## config.mk

```make
export PLATFORM = sky130hd
export DESIGN_NAME = perm_in_buf_flat
export DESIGN_NICKNAME = d
export VERILOG_FILES = /design/src/rtl/perm_in_buf_if.sv /design/src/rtl/perm_in_buf.sv /design/src/flat_wrapper.sv
export SDC_FILE = /design/constraint.sdc
export NUM_CORES = 2
export LEC_CHECK = 0
export CAP_MARGIN = 20
export CORE_MARGIN = 2
export CORE_UTILIZATION = 50
export DETAILED_ROUTE_END_ITERATION = 10
export DONT_BUFFER_PORTS = 1
export PLACE_DENSITY = 0.68
export SETUP_SLACK_MARGIN = 0.02
export SYNTH_ARGS = -nofsm -noshare
export SYNTH_HDL_FRONTEND = slang
export SYNTH_SLANG_ARGS = --single-unit
```

## constraint.sdc

```tcl
create_clock -name clk -period 10.8 [get_ports clk]
set_clock_uncertainty 0.15 [all_clocks]
set_input_delay 2.16 -clock clk [delete_from_list [all_inputs] [get_ports clk]]
set_output_delay 2.16 -clock clk [all_outputs]
set_load 0.005 [all_outputs]
```

## src/rtl/perm_in_buf_if.sv

```systemverilog
// rtl/perm_in_buf_if.sv - push/first/data/stop word stream between NOC, buffer and permutation
//
// Signals (named from the producer's point of view):
//   push   word valid, driven by master
//   first  marks word 0 of a block, qualified by push, driven by master
//   data   64-bit word, driven by master
//   stop   backpressure, driven by slave; a word is not taken while high
interface perm_in_buf_if #(
   parameter int W = 64
);
   logic         push;
   logic         first;
   logic [W-1:0] data;
   logic         stop;

   modport master (output push, output first, output data, input stop);
   modport slave  (input push, input first, input data, output stop);
endinterface

```

## src/rtl/perm_in_buf.sv

```systemverilog
// rtl/perm_in_buf.sv - store-and-forward 25-word block buffer feeding the permutation
//
// Ports:
//   clk      rising-edge clock
//   reset    asynchronous active-low reset, drops every buffered word
//   up       slave stream from the NOC push port (pushin/firstin/din/stopin)
//   dn       master stream to the permutation (pushout/firstout/dout/stopout)
//   blk_err  one-cycle pulse after an accepted word that breaks block framing
//
// Words of an open block are written speculatively past cptr; only the last
// word of a block moves cptr, so the read side never sees a partial block and
// an aborted block is discarded simply by rewinding wptr to cptr.
module perm_in_buf #(
   parameter int DEPTH = 64,
   parameter int WORDS = 25
) (
   input  logic          clk,
   input  logic          reset,
   perm_in_buf_if.slave  up,
   perm_in_buf_if.master dn,
   output logic          blk_err
);

   localparam int AW = $clog2(DEPTH);
   localparam int CW = $clog2(WORDS);

   typedef logic [AW:0] ptr_t;

   localparam ptr_t       FULL_OCC = ptr_t'(DEPTH);
   localparam logic [CW-1:0] LAST_W = CW'(WORDS - 1);

   logic [63:0]   mem [DEPTH];
   ptr_t          wptr, cptr, rptr;
   ptr_t          wptr_nx, cptr_nx;
   logic [CW-1:0] wcnt, wcnt_nx;
   logic [CW-1:0] rcnt;
   ptr_t          occ;
   logic          full;
   logic          accept;
   logic          drain;
   logic          wr_en;
   ptr_t          wr_ptr;
   logic          err_nx;

   // Occupancy counts uncommitted words too, so a long partial block can fill
   // the buffer and stall upstream even when nothing is committed.
   assign occ    = wptr - rptr;
   assign full   = (occ == FULL_OCC);
   assign accept = up.push & ~full;
   assign drain  = dn.push & ~dn.stop;

   assign up.stop  = full;
   assign dn.push  = (cptr != rptr);
   assign dn.first = dn.push & (rcnt == '0);
   assign dn.data  = dn.push ? mem[rptr[AW-1:0]] : 64'h0;

   always_comb begin
      wr_en   = 1'b0;
      wr_ptr  = wptr;
      wptr_nx = wptr;
      cptr_nx = cptr;
      wcnt_nx = wcnt;
      err_nx  = 1'b0;
      if (accept) begin
         if (up.first) begin
            wr_en   = 1'b1;
            wcnt_nx = CW'(1);
            if (wcnt == '0) begin
               wptr_nx = wptr + 1'b1;
            end else begin
               // Restart inside an open block: overwrite from the commit point.
               wr_ptr  = cptr;
               wptr_nx = cptr + 1'b1;
               err_nx  = 1'b1;
            end
         end else if (wcnt == '0) begin
            // Orphan word with no open block is dropped.
            err_nx = 1'b1;
         end else if (wcnt == LAST_W) begin
            wr_en   = 1'b1;
            wptr_nx = wptr + 1'b1;
            cptr_nx = wptr + 1'b1;
            wcnt_nx = '0;
         end else begin
            wr_en   = 1'b1;
            wptr_nx = wptr + 1'b1;
            wcnt_nx = wcnt + 1'b1;
         end
      end
   end

   always_ff @(posedge clk) begin
      if (wr_en) begin
         mem[wr_ptr[AW-1:0]] <= up.data;
      end
   end

   always_ff @(posedge clk or negedge reset) begin
      if (!reset) begin
         wptr    <= '0;
         cptr    <= '0;
         rptr    <= '0;
         wcnt    <= '0;
         rcnt    <= '0;
         blk_err <= 1'b0;
      end else begin
         wptr    <= wptr_nx;
         cptr    <= cptr_nx;
         wcnt    <= wcnt_nx;
         blk_err <= err_nx;
         if (drain) begin
            rptr <= rptr + 1'b1;
            rcnt <= (rcnt == LAST_W) ? '0 : rcnt + 1'b1;
         end
      end
   end

endmodule

```

## src/flat_wrapper.sv

```systemverilog
// flat-port wrapper written by rule: the top's interface ports become plain ports
module perm_in_buf_flat 
#(
   parameter int DEPTH = 64,
   parameter int WORDS = 25
)
  (clk, reset, blk_err, up_push, up_first, up_data, up_stop, dn_push, dn_first, dn_data, dn_stop);
  perm_in_buf_if up_i ();
  perm_in_buf_if dn_i ();
  input  logic clk;
  input  logic reset;
  output logic blk_err;
  input wire logic [$bits(up_i.push)-1:0] up_push;
  input wire logic [$bits(up_i.first)-1:0] up_first;
  input wire logic [$bits(up_i.data)-1:0] up_data;
  output wire logic [$bits(up_i.stop)-1:0] up_stop;
  output wire logic [$bits(dn_i.push)-1:0] dn_push;
  output wire logic [$bits(dn_i.first)-1:0] dn_first;
  output wire logic [$bits(dn_i.data)-1:0] dn_data;
  input wire logic [$bits(dn_i.stop)-1:0] dn_stop;
  assign up_i.push = up_push;
  assign up_i.first = up_first;
  assign up_i.data = up_data;
  assign up_stop = up_i.stop;
  assign dn_push = dn_i.push;
  assign dn_first = dn_i.first;
  assign dn_data = dn_i.data;
  assign dn_i.stop = dn_stop;
  perm_in_buf #(.DEPTH(DEPTH), .WORDS(WORDS)) u_core (.clk(clk), .reset(reset), .up(up_i), .dn(dn_i), .blk_err(blk_err));
endmodule
```

==> impl_metrics.tcl <==
set metrics [dict create \
    status "completed" \
    wl_per_cell_um 34.47 \
    num_rows 206 \
    ant_nets 0 \
    cp_max_fo 95 \
    grt_pass1_wl_um 583300 \
    die_area_um2 321000 \
    grt_max_degree 154 \
    cts_htree_levels 5 \
    synth.distinct_cells 75 \
    total_power_mw 42.15 \
    critPathBufInv 3 \
    ys_warn_count 0 \
    synthArstFlopShare 0.007752 \
    peakVddDrop_v 0.0002960 \
    rsz0062_at_grt "no" \
    synthFlopType "edfxtp_1" \
    initial_core_util 0.5024 \
    placed_cells 11260 \
    synth.avg_cell_area_um2 21.62 \
    syn_nets 7402 \
    clockRootBuffer "clkbuf_16" \
    io_buffers 0 \
    crit_family "buffers and inverters" \
    drv_slew 0 \
    instances_no_fill 12000 \
    die_h_um 566.6 \
    vias 78270 \
    crit_path_top_delay_cell "dfrtp_4" \
    max_freq_mhz 127.1 \
    hold_path.class "flop to flop" \
    end_kind "output pin" \
    hold_viol 0 \
    coreArea_um2 315000 \
    period_minus_slack_ns 7.867 \
    fillers 22840 \
    ctsHoldBuffers 0 \
    gp_congestion 0.8708 \
    clk_path_buf_depth 4 \
    grt_overflow 0 \
    clk_pin_slew_worst_paths_ns 0.06 \
    arrival_ns 5.56 \
    drive_gt1_frac 0.2354 \
    syn_area_um2 158200 \
    viasPerCell 6.521 \
    critPathKind "flop to output pin" \
    syn_inst 7318 \
    cellLeakagePower_nw 54.82 \
    hpwl_um 222900 \
    synth_area_leader_cell "edfxtp_1" \
    pre_cts_slack_ns 3.812 \
    grt_pass1_vias 78370 \
    fin_ws_ns 2.933 \
    drc 0 \
    fin_setup_tns_ns 0 \
    yosys-top-cells-area "edfxtp_1 78%, mux4_2 11%, mux2i_1 2.1%" \
    cts_tree "done" \
    final_nets 7591 \
    syn_to_final_growth_pct 11.67 \
    cp_slowest_stage_delay_ns 0.92 \
    setup_viol 0 \
    antenna_found_initial 5 \
    insertion_delay_ns 0.96 \
    max_cap_violations 0 \
    dr.pass1.iters 7 \
    routed_wl_um 413700 \
    grt_use_total 0.2550 \
    die_w_um 566.6 \
    cts_made_buffers 402 \
    powerDensity_nw_per_um2 238.6 \
    tightest_slew_ns 1.213 \
    crit_required_ns 8.49 \
    fin_crit_sh 0.7284 \
    start_kind "flop" \
    cts-resized-gates 0 \
    clock_sinks 4128 \
    crit_chain "buf_12, buf_4, nor4bb_4, buf_4, nand2_1, o21ai_0, nor4_1, nand3_1, nand2_1" \
    relSlewSlack 0.1913 \
    ios 137 \
    ys_seq_elements 4128 \
    synth_edf_count 4096 \
    cts_setup_buffers 0 \
    first_iter_violations 11720 \
    yosysSeqAreaShare 0.7824 \
    synth_top_area_frac 0.7773 \
]
[logic make-up after synthesis]
logic type | count (synthesis) | synth area share
and+or+nand+nor | 538 | 0.01954
buffers and inverters | 440 | 0.01252
AOI/OAI and AO/OA | 898 | 0.03890
DFF | 4128 | 0.7824
xor gates and xnor gates | 24 | 0.001328
adders and majority gates | 15 | 0.001186
muxes | 1275 | 0.1441
[power breakdown]
group,internal (mW),total [mW],switching [mW]
clock network,7.58,13.5,5.92
registers,17.9,18.1,0.233
logic,4.44,10.5,6.08
[metal layers]
metal	GRT usage	wire [um]
met5	0.002231	117
met1	0.3533	156600
met4	0.08051	13710
met2	0.4055	197700
met3	0.05747	45590
[state kept, by name (all words and copies together), names as in the netlist]
register,count
u_core.wptr,7
u_core.wcnt,5
u_core.rptr,7
u_core.rcnt,5
u_core.blk_err,1
u_core.mem,4096
u_core.cptr,7
[area by class of cell]
class | instances | area (um2) | area share
inverters | 21 | 85.08 | 0.0004815
flip-flops and latches | 4128 | 123800 | 0.7007
well taps | 4160 | 5205 | 0.02946
clock buffers | 494 | 10470 | 0.05925
diodes | 1 | 2.502 | 0.00001416
clock inverters | 244 | 2192 | 0.01241
repair buffers | 204 | 1739 | 0.009842
multi-input cells | 2750 | 33200 | 0.1879
[synthesized netlist by cell type, drive strengths merged, types with 32 or more instances]
master	count
mux2	157
mux2i	331
a221oi	98
o21ai	96
nand3	41
edfxtp	4096
o22ai	188
a22oi	203
nor2b	121
clkbuf	180
nand4	78
a21oi	124
buf	239
or2	57
dfrtp	32
nor2	72
a211oi	108
mux4	787
nand2	98
[cells in the final DEF, fill, tap and decap left out, drive strengths merged, types with 28 or more instances in the layout]
cell / instances
a211oi: 108
a21oi: 124
a221oi: 98
a22oi: 203
buf: 204
bufinv: 28
clkbuf: 494
clkinv: 201
dfrtp: 32
edfxtp: 4096
inv: 28
mux2: 157
mux2i: 331
mux4: 787
nand2: 98
nand3: 41
nand4: 78
nor2: 72
nor2b: 121
o21ai: 96
o22ai: 188
or2: 57
[final timing paths]
kind | startpoint | to | slack, ns | cells after the start
max | u_core.rptr[0] | dn_data[62] | 2.93 | 9
min | u_core.wcnt[4] | u_core.wcnt[4] | 0.37 | 1
max reg2reg | u_core.rptr[3] | u_core.mem[58][26] | 3.66 | 14
min reg2reg | u_core.wcnt[4] | u_core.wcnt[4] | 0.37 | 1
max in group asynchronous | reset | u_core.rptr[0] | 9.63 | 0
min in group asynchronous | reset | u_core.blk_err | 0.74 | 0
[metrics by stage]
step | util | instance area [um2] | hold slack (ns)
2_1_floorplan | - | 158200 | 0.3103
3_3_place_gp | 0.5206 | 164000 | 0.3343
3_5_place_dp | 0.5208 | 164000 | 0.3567
4_1_cts | 0.5610 | 176700 | 0.3612
5_1_grt | 0.5610 | 176700 | 0.3854
6_report | 0.5610 | 176700 | 0.3659
No activity file was read; power rests on OpenSTA's default activity.
